### config.mk
export PLATFORM = sky130hd
export DESIGN_NAME = mc_control_fsm
export DESIGN_NICKNAME = d
export VERILOG_FILES = /design/src/rtl/mc_ctrl_pkg.sv /design/src/rtl/mc_alu_decoder.sv /design/src/rtl/mc_control_fsm.sv
export SDC_FILE = /design/constraint.sdc
export NUM_CORES = 1
export LEC_CHECK = 0
export CAP_MARGIN = 5
export CORE_MARGIN = 2
export CORE_UTILIZATION = 46
export DETAILED_ROUTE_END_ITERATION = 6
export PLACE_DENSITY = 0.78
export REMOVE_ABC_BUFFERS = 1
export SYNTH_ARGS = -nofsm -noshare
export SYNTH_HDL_FRONTEND = slang
export SYNTH_SLANG_ARGS = --single-unit
### constraint.sdc
create_clock -name i_Clk -period 1.8 [get_ports i_Clk]
set_input_delay 0.54 -clock i_Clk [delete_from_list [all_inputs] [get_ports i_Clk]]
set_output_delay 0.54 -clock i_Clk [all_outputs]
set_load 0.02 [all_outputs]
### src/rtl/mc_ctrl_pkg.sv
// Shared types and encodings for the multi-cycle RV32I control unit.
package mc_ctrl_pkg;

  typedef enum logic [3:0] {
    S_FETCH    = 4'd0,
    S_DECODE   = 4'd1,
    S_MEMADR   = 4'd2,
    S_MEMREAD  = 4'd3,
    S_MEMWB    = 4'd4,
    S_MEMWRITE = 4'd5,
    S_EXECR    = 4'd6,
    S_EXECI    = 4'd7,
    S_ALUWB    = 4'd8,
    S_BEQ      = 4'd9,
    S_JAL      = 4'd10,
    S_TRAP     = 4'd11
  } state_t;

  // Opcodes recognised by the decoder
  localparam logic [6:0] OP_LW  = 7'b0000011;
  localparam logic [6:0] OP_SW  = 7'b0100011;
  localparam logic [6:0] OP_R   = 7'b0110011;
  localparam logic [6:0] OP_I   = 7'b0010011;
  localparam logic [6:0] OP_BEQ = 7'b1100011;
  localparam logic [6:0] OP_JAL = 7'b1101111;

  // ResultSrc
  localparam logic [1:0] RES_ALUOUT    = 2'b00;
  localparam logic [1:0] RES_DATA      = 2'b01;
  localparam logic [1:0] RES_ALURESULT = 2'b10;

  // ALUSrcA
  localparam logic [1:0] SRCA_PC    = 2'b00;
  localparam logic [1:0] SRCA_OLDPC = 2'b01;
  localparam logic [1:0] SRCA_A     = 2'b10;

  // ALUSrcB
  localparam logic [1:0] SRCB_B      = 2'b00;
  localparam logic [1:0] SRCB_IMMEXT = 2'b01;
  localparam logic [1:0] SRCB_FOUR   = 2'b10;

  // ImmSrc
  localparam logic [1:0] IMM_I = 2'b00;
  localparam logic [1:0] IMM_S = 2'b01;
  localparam logic [1:0] IMM_B = 2'b10;
  localparam logic [1:0] IMM_J = 2'b11;

  // ALUOp (control-to-ALU-decoder class)
  localparam logic [1:0] ALUOP_ADD   = 2'b00;
  localparam logic [1:0] ALUOP_SUB   = 2'b01;
  localparam logic [1:0] ALUOP_FUNCT = 2'b10;

  // ALUControl
  localparam logic [2:0] ALU_ADD = 3'b000;
  localparam logic [2:0] ALU_SUB = 3'b001;
  localparam logic [2:0] ALU_AND = 3'b010;
  localparam logic [2:0] ALU_OR  = 3'b011;
  localparam logic [2:0] ALU_SLT = 3'b101;

  // Per-state control word; everything not named in a state stays 0
  typedef struct packed {
    logic       pc_update;
    logic       branch;
    logic       ir_write;
    logic       reg_write;
    logic       mem_write;
    logic       adr_src;
    logic [1:0] result_src;
    logic [1:0] alu_src_a;
    logic [1:0] alu_src_b;
    logic [1:0] alu_op;
    logic       illegal;
  } ctrl_t;

  function automatic ctrl_t state_ctrl(input state_t s);
    ctrl_t c;
    c = '0;
    case (s)
      S_FETCH: begin
        c.ir_write   = 1'b1;
        c.pc_update  = 1'b1;
        c.alu_src_a  = SRCA_PC;
        c.alu_src_b  = SRCB_FOUR;
        c.alu_op     = ALUOP_ADD;
        c.result_src = RES_ALURESULT;
      end
      S_DECODE: begin
        c.alu_src_a = SRCA_OLDPC;
        c.alu_src_b = SRCB_IMMEXT;
        c.alu_op    = ALUOP_ADD;
      end
      S_MEMADR: begin
        c.alu_src_a = SRCA_A;
        c.alu_src_b = SRCB_IMMEXT;
        c.alu_op    = ALUOP_ADD;
      end
      S_MEMREAD: begin
        c.result_src = RES_ALUOUT;
        c.adr_src    = 1'b1;
      end
      S_MEMWB: begin
        c.result_src = RES_DATA;
        c.reg_write  = 1'b1;
      end
      S_MEMWRITE: begin
        c.result_src = RES_ALUOUT;
        c.adr_src    = 1'b1;
        c.mem_write  = 1'b1;
      end
      S_EXECR: begin
        c.alu_src_a = SRCA_A;
        c.alu_src_b = SRCB_B;
        c.alu_op    = ALUOP_FUNCT;
      end
      S_EXECI: begin
        c.alu_src_a = SRCA_A;
        c.alu_src_b = SRCB_IMMEXT;
        c.alu_op    = ALUOP_FUNCT;
      end
      S_ALUWB: begin
        c.result_src = RES_ALUOUT;
        c.reg_write  = 1'b1;
      end
      S_BEQ: begin
        c.alu_src_a  = SRCA_A;
        c.alu_src_b  = SRCB_B;
        c.alu_op     = ALUOP_SUB;
        c.result_src = RES_ALUOUT;
        c.branch     = 1'b1;
      end
      S_JAL: begin
        c.alu_src_a  = SRCA_OLDPC;
        c.alu_src_b  = SRCB_FOUR;
        c.alu_op     = ALUOP_ADD;
        c.result_src = RES_ALUOUT;
        c.pc_update  = 1'b1;
      end
      S_TRAP: begin
        c.illegal = 1'b1;
      end
      default: c = '0;
    endcase
    return c;
  endfunction

endpackage

### src/rtl/mc_alu_decoder.sv
// Combinational ALU decoder: maps ALUOp plus funct fields to an ALUControl code.
module mc_alu_decoder
  import mc_ctrl_pkg::*;
(
  input  logic [1:0] alu_op,
  input  logic [2:0] funct3,
  input  logic       funct7b5,
  input  logic       op5,
  output logic [2:0] alu_control
);

  // Only R-type (op5=1) with funct7b5 set selects subtract; I-type addi never does
  always_comb begin
    alu_control = ALU_ADD;
    case (alu_op)
      ALUOP_ADD: alu_control = ALU_ADD;
      ALUOP_SUB: alu_control = ALU_SUB;
      ALUOP_FUNCT: begin
        case (funct3)
          3'b000:  alu_control = (op5 & funct7b5) ? ALU_SUB : ALU_ADD;
          3'b010:  alu_control = ALU_SLT;
          3'b110:  alu_control = ALU_OR;
          3'b111:  alu_control = ALU_AND;
          default: alu_control = ALU_ADD;
        endcase
      end
      default: alu_control = ALU_ADD;
    endcase
  end

endmodule

### src/rtl/mc_control_fsm.sv
// Multi-cycle RV32I control unit: state register, next-state logic,
// registered per-state control word, ImmSrc decode and ALU decode.
module mc_control_fsm
  import mc_ctrl_pkg::*;
(
  input  logic       i_Clk,
  input  logic       i_Reset,
  input  logic [6:0] i_Op,
  input  logic [2:0] i_Funct3,
  input  logic       i_Funct7b5,
  input  logic       i_Zero,
  output logic       o_PCWrite,
  output logic       o_IRWrite,
  output logic       o_RegWrite,
  output logic       o_MemWrite,
  output logic       o_AdrSrc,
  output logic [1:0] o_ResultSrc,
  output logic [1:0] o_ALUSrcA,
  output logic [1:0] o_ALUSrcB,
  output logic [2:0] o_ALUControl,
  output logic [1:0] o_ImmSrc,
  output logic       o_Illegal
);

  state_t state;
  state_t state_nx;
  ctrl_t  ctrl;

  // Next-state selection; i_Op is only consulted in DECODE and MEMADR
  always_comb begin
    state_nx = state;
    case (state)
      S_FETCH:  state_nx = S_DECODE;
      S_DECODE: begin
        case (i_Op)
          OP_LW, OP_SW: state_nx = S_MEMADR;
          OP_R:         state_nx = S_EXECR;
          OP_I:         state_nx = S_EXECI;
          OP_BEQ:       state_nx = S_BEQ;
          OP_JAL:       state_nx = S_JAL;
          default:      state_nx = S_TRAP;
        endcase
      end
      S_MEMADR:   state_nx = i_Op[5] ? S_MEMWRITE : S_MEMREAD;
      S_MEMREAD:  state_nx = S_MEMWB;
      S_MEMWB:    state_nx = S_FETCH;
      S_MEMWRITE: state_nx = S_FETCH;
      S_EXECR:    state_nx = S_ALUWB;
      S_EXECI:    state_nx = S_ALUWB;
      S_ALUWB:    state_nx = S_FETCH;
      S_BEQ:      state_nx = S_FETCH;
      S_JAL:      state_nx = S_ALUWB;
      S_TRAP:     state_nx = S_TRAP;
      default:    state_nx = S_FETCH;
    endcase
  end

  // State register with the control word registered alongside it, so the
  // outputs are glitch-free and drop to FETCH values the instant reset asserts
  always_ff @(posedge i_Clk or negedge i_Reset) begin
    if (!i_Reset) begin
      state <= S_FETCH;
      ctrl  <= state_ctrl(S_FETCH);
    end else begin
      state <= state_nx;
      ctrl  <= state_ctrl(state_nx);
    end
  end

  // Immediate format depends on the opcode alone, independent of state
  always_comb begin
    o_ImmSrc = IMM_I;
    case (i_Op)
      OP_SW:   o_ImmSrc = IMM_S;
      OP_BEQ:  o_ImmSrc = IMM_B;
      OP_JAL:  o_ImmSrc = IMM_J;
      default: o_ImmSrc = IMM_I;
    endcase
  end

  mc_alu_decoder u_alu_decoder (
    .alu_op      (ctrl.alu_op),
    .funct3      (i_Funct3),
    .funct7b5    (i_Funct7b5),
    .op5         (i_Op[5]),
    .alu_control (o_ALUControl)
  );

  // The branch term is the only combinational path from i_Zero to an enable
  assign o_PCWrite   = ctrl.pc_update | (ctrl.branch & i_Zero);
  assign o_IRWrite   = ctrl.ir_write;
  assign o_RegWrite  = ctrl.reg_write;
  assign o_MemWrite  = ctrl.mem_write;
  assign o_AdrSrc    = ctrl.adr_src;
  assign o_ResultSrc = ctrl.result_src;
  assign o_ALUSrcA   = ctrl.alu_src_a;
  assign o_ALUSrcB   = ctrl.alu_src_b;
  assign o_Illegal   = ctrl.illegal;

endmodule

After elaboration in Yosys (flattened, before gate mapping):

Cells that the tools add are included.

* register bits: 19
* input bits: 14
* output and inout port bits: 17
* logic and storage cells: 68

* bitwise gates (word level): 3
* reductions and logical operators: 8
* eq/ne operators: 29
* mux-type cells: 16

Operators with widths (number)
* case mux 6 bit (7 select lines): 1
* == test 4 x 3 -> 1 bit (second input constant): 6
* == test 4 bit (second input constant): 6
* case mux 4 bit (6 select lines): 1
* case mux 4 bit (5 select lines): 1
* == test 4 x 2 -> 1 bit (second input constant): 4
* == test 7 x 6 -> 1 bit (second input constant): 2
* == test 7 bit (second input constant): 2
* case mux 3 bit (4 select lines): 1
* == test 4 x 1 -> 1 bit (second input constant): 2
* logical NOT 4 bit: 2
* 2-to-1 mux 1 bit: 8
* OR reduction 2 bit: 4
* == test 7 x 2 -> 1 bit (second input constant): 1
* == test 7 x 5 -> 1 bit (second input constant): 1
* == test 3 bit (second input constant): 2
* case mux 2 bit (3 select lines): 1
* case mux 3 bit (2 select lines): 1
* case mux 2 bit (2 select lines): 1
* == test 3 x 2 -> 1 bit (second input constant): 1
* logical NOT 3 bit: 1
* 2-to-1 mux 3 bit: 1
* OR reduction 3 bit: 1
* AND 1 bit: 2
* other kinds (3): 3

Logic depth before layout (Yosys ltp):

* depth in word-level cells: 7
* gate-level depth with buffers: 6
* depth with buffers taken out: 6

Hierarchy:

Synthesis repeated with hierarchy kept, for this count alone.

* cell total of the unflattened synthesis: 101
* area, all modules: 1023.5 um^2

Modules (own cells, without submodules)
* mc_control_fsm: seq. area each 454.2 um^2, times used 1, area each 927.1 um^2, cells an instance 90
* mc_alu_decoder: seq. area each 0.0 um^2, times used 1, area each 96.3 um^2, cells an instance 11

Worst setup path before layout:

Ideal clock, no wire load.

* path type: reg-to-output
* start point: register ctrl[1] in the netlist's numbering
* end point: output port o_ALUControl[2]
* setup slack: -87 ps
* data required time: 1260 ps
* arrival time: 1347 ps
* buffers on the path: 0
* stages on the path, launching flop included: 4
* cell sequence: dfrtp_1 > inv_1 > ha_1 > nor4_1

* cells in the longest elaborated chain, start to end: 2
* elaborated cells on any way between the ends: 3
* classes of those cells: 2 x eq/ne; 1 x mux

RTL lines
* start, declared: RTL line mc_control_fsm.sv:27 `ctrl_t ctrl;`
* start signal, assigned: RTL line mc_control_fsm.sv:63 `ctrl <= state_ctrl(S_FETCH);`
* start signal, assigned: RTL line mc_control_fsm.sv:66 `ctrl <= state_ctrl(state_nx);`
* == test 2 bit or == test 2 x 1 -> 1 bit (tied branches): RTL line mc_alu_decoder.sv:15 `case (alu_op)`
* case mux 3 bit (2 select lines) *: RTL line mc_alu_decoder.sv:15
* end, declared: RTL line mc_control_fsm.sv:20 `output logic [2:0] o_ALUControl,`

Mark *: on every way between the ends. The rest lies on a longest branch, timed or not.

Final worst setup path:

* start point: register ctrl[1] in the netlist's numbering
* end point: output port o_ALUControl[0]

The elaborated chain is that of the path after synthesis.

==> impl_metrics.toml <==
[timing]
setup_viol = 4
setup_ws_ps = -214.9
slew_viol_final = 0
skew_ps = 4.776
slew_headroom_pct = 75.04
max_freq_mhz = 496.3
fin_crit_sh_pct = 111.9
rsz0062_at_grt = "true"
hold_viol = 0
min_period_ps = 2015
worstMarginPinSlew_ps = 370.9

[die]
fp.dieW_um = 51.57
dieArea_mm2 = 0.002659
start_util_pct = 47.98
dieHeight_um = 51.57
core_mm2 = 0.002170
ios = 31
rows = 17

[global_routing]
grt_overflow_total = 0
grt_pass1_wl_mm = 3.829
antenna_found_initial = 0
grt_pass1_vias = 913
grt_max_degree = 16
grt_usage_pct = 19.51

[worst_setup_path]
critPathRequiredTime_ps = 1260
critPathMaxFanout = 2
critical_path_class = "reg -> out"
rr_endpoint = "o_ALUSrcB[0]"
cp-end-kind = "output pin"
rrSetupSlack_ps = 90
arrival_ps = 1470
r2r_cells = 4
r2r_start = "state[0]"
crit_path_start_kind = "flop"
crit_start = "ctrl[1]"

[power]
peakVddDrop_mv = 0.8910
internal-power_mw = 1.249
powerDensity_mw_per_mm2 = 1335
p_switching_mw = 0.8209
p_comb_share_pct = 56.5
leakage_nw = 0.7005
p_total_mw = 2.070
seqPwrFrac_pct = 32.1
swShare_pct = 39.65
clockPowerShare_pct = 11.4

[synthesis]
synthCells = 103
yosysWarnings = 0
synth_seq_cells = 18
synth_seq_area_share_pct = 43.63
synth-edff-count = 0
synth.cell_area_mm2 = 0.001041
synth_cell_type_count = 43
avgSynthCellArea_um2 = 10.11
async_reset_ff_share_pct = 100.0
ys.flop_type = "dfrtp_1"

[flow_run]
maxCapViolations = 0

[layout]
drive_gt1_share_pct = 44.14
n_antenna_cell = 0
num-nets-final = 162
area_delta_synth_final_pct = 48.92
n_fill_cell = 174
utilization_pct = 71.45
fin_area_mm2 = 0.001550

[route]
vias = 943
drt-initial-drc-count = 14
final_antenna_net_count = 0
vias_per_cell = 5.451
wl_per_cell_um = 14.29
wirelength_mm = 2.473
firstDrtPassIters = 4
drc = 0

[clock_tree]
cts_buffer_depth = 2
cts.clk_slew.worst_paths_ps = 100
htree_num_levels = 1
clkLatencyLatePin_ps = 280
cts_tree = "built"
root_buffer = "clkbuf_4"
cts.sinks = 18
cts_buffers = 3

[min_path]
hp-class = "in -> async"

[place]
detailedPlace.worstSlack_ps = -853.8
dp_hpwl_mm = 1.759
io_buffers = 30
globalplace.congestion = 0.8771
place_area_mm2 = 0.001414

[outcome]
status = "finished, violations left"
violations = "setup timing"
## registers in the layout, indices dropped and copies added (netlist names)
name	cells
ctrl	4
o_ALUSrcA	2
o_Illegal	1
o_MemWrite	1
state	4
o_ALUSrcB	2
o_RegWrite	1
o_ResultSrc	1
o_IRWrite	1
o_AdrSrc	1
## power by group through the flow
stage                     sequential (mW)  clock (mW)  combinational (mW)
final                               0.665       0.236                1.17
after global routing                0.677       0.264                1.26
after CTS                           0.650       0.241                1.13
after detailed placement            0.661           0                1.13
after global placement              0.658           0                1.10
after floorplan                     0.777           0               0.533
## synth_stat cells (all sizes together) (2+ instances only)
library cell  instances  area share (%)
ha                    2             2.4
nand3                 3             1.4
nand2                 5             1.8
and2                  2             1.3
nand3b                2             1.8
nor4                  3             2.4
a21oi                 4             1.9
and2b                 2             1.6
nor3                  7             4.9
o21bai                4             2.9
buf                  11             7.3
dfrtp                15              36
inv                   3             1.1
nand4                 2             1.2
o21ai                 6             2.9
and3                  3             1.8
or2                   2             1.2
a211o                 3             3.4
dfstp                 3             7.6
nor2                  8             2.9
## per-layer routing
layer | vias up | GRT usage [%] | wire (um)
met1 | 446 | 23.97 | 996
met2 | 45 | 33.55 | 1306
li1 | 444 | - | -
met3 | 8 | 1.724 | 108
met5 | - | 0 | 0
met4 | 0 | 10.96 | 62
## critical path: stages (launching register included)
cell,delay [ps]
dfrtp_1,390
buf_4,130
buf_4,120
ha_1,200
nor3_2,150
nor2_1,50
buf_4,150
## stage by stage
step	std cells	setup TNS (ps)	hold WS, ps
final	173	-440.6	434.8
after global routing	173	-754.6	425.1
after CTS	172	-801.4	430.7
after detailed placement	166	-8297	560.3
after global placement	166	-8027	552.2
after floorplan	91	-249.4	244.4
## logic make-up (layout without fill, tap and decap cells)
group	after synthesis	in the layout	share of synthesized area (%)
AO/OA/AOI/OAI	22	22	15.99
XOR/XNOR	2	2	1.683
adder cells (fa/ha/maj)	2	2	2.403
buffers and inverters	15	57	9.735
flip-flops	18	18	43.63
AND/OR/NAND/NOR	44	44	26.56
## how the worst max path moves through the flow
stage	to	slack (ps)	cells past startpoint
after floorplan	o_ImmSrc[1]	-90	2
after global placement	o_ImmSrc[0]	-850	4
after detailed placement	o_ImmSrc[0]	-850	4
after CTS	o_ALUControl[0]	-250	7
after global routing	o_ALUControl[0]	-330	6
final	o_ALUControl[0]	-210	6
## layout by cell type, fill, tap and decap left out, drive strengths merged, types with 2 or more instances in the layout
cell and count:
dfstp 3, nor2 8, nor4 3, clkbuf 5, dfrtp 15, or2 2
a211o 3, and2b 2, ha 2, nand3 3, nor3 7, a21oi 4
nand3b 2, clkdlybuf4s50 10, inv 3, and2 2, nand4 2, dlygate4sd2 9
o21bai 4, nand2 5, o21ai 6, buf 29, and3 3
## final cells by class
class                   instances  area [um^2]  share of cell area (%)
repair buffers                 50        429.2                   27.68
flip-flops and latches         18        454.2                   29.30
multi-input cells              70        584.3                   37.69
inverters                       3        11.26                  0.7264
well taps                      28        35.03                   2.260
clock buffers                   4        36.28                   2.341
## timing repair
action                     in CTS  in global routing
setup endpoints to repair      17                  9
gates resized for setup        62                 20
setup buffers                   2                  1
pin swaps                      10                 11
hold buffers                    0                  0
Note: power is estimated with default switching activity, not from simulation.
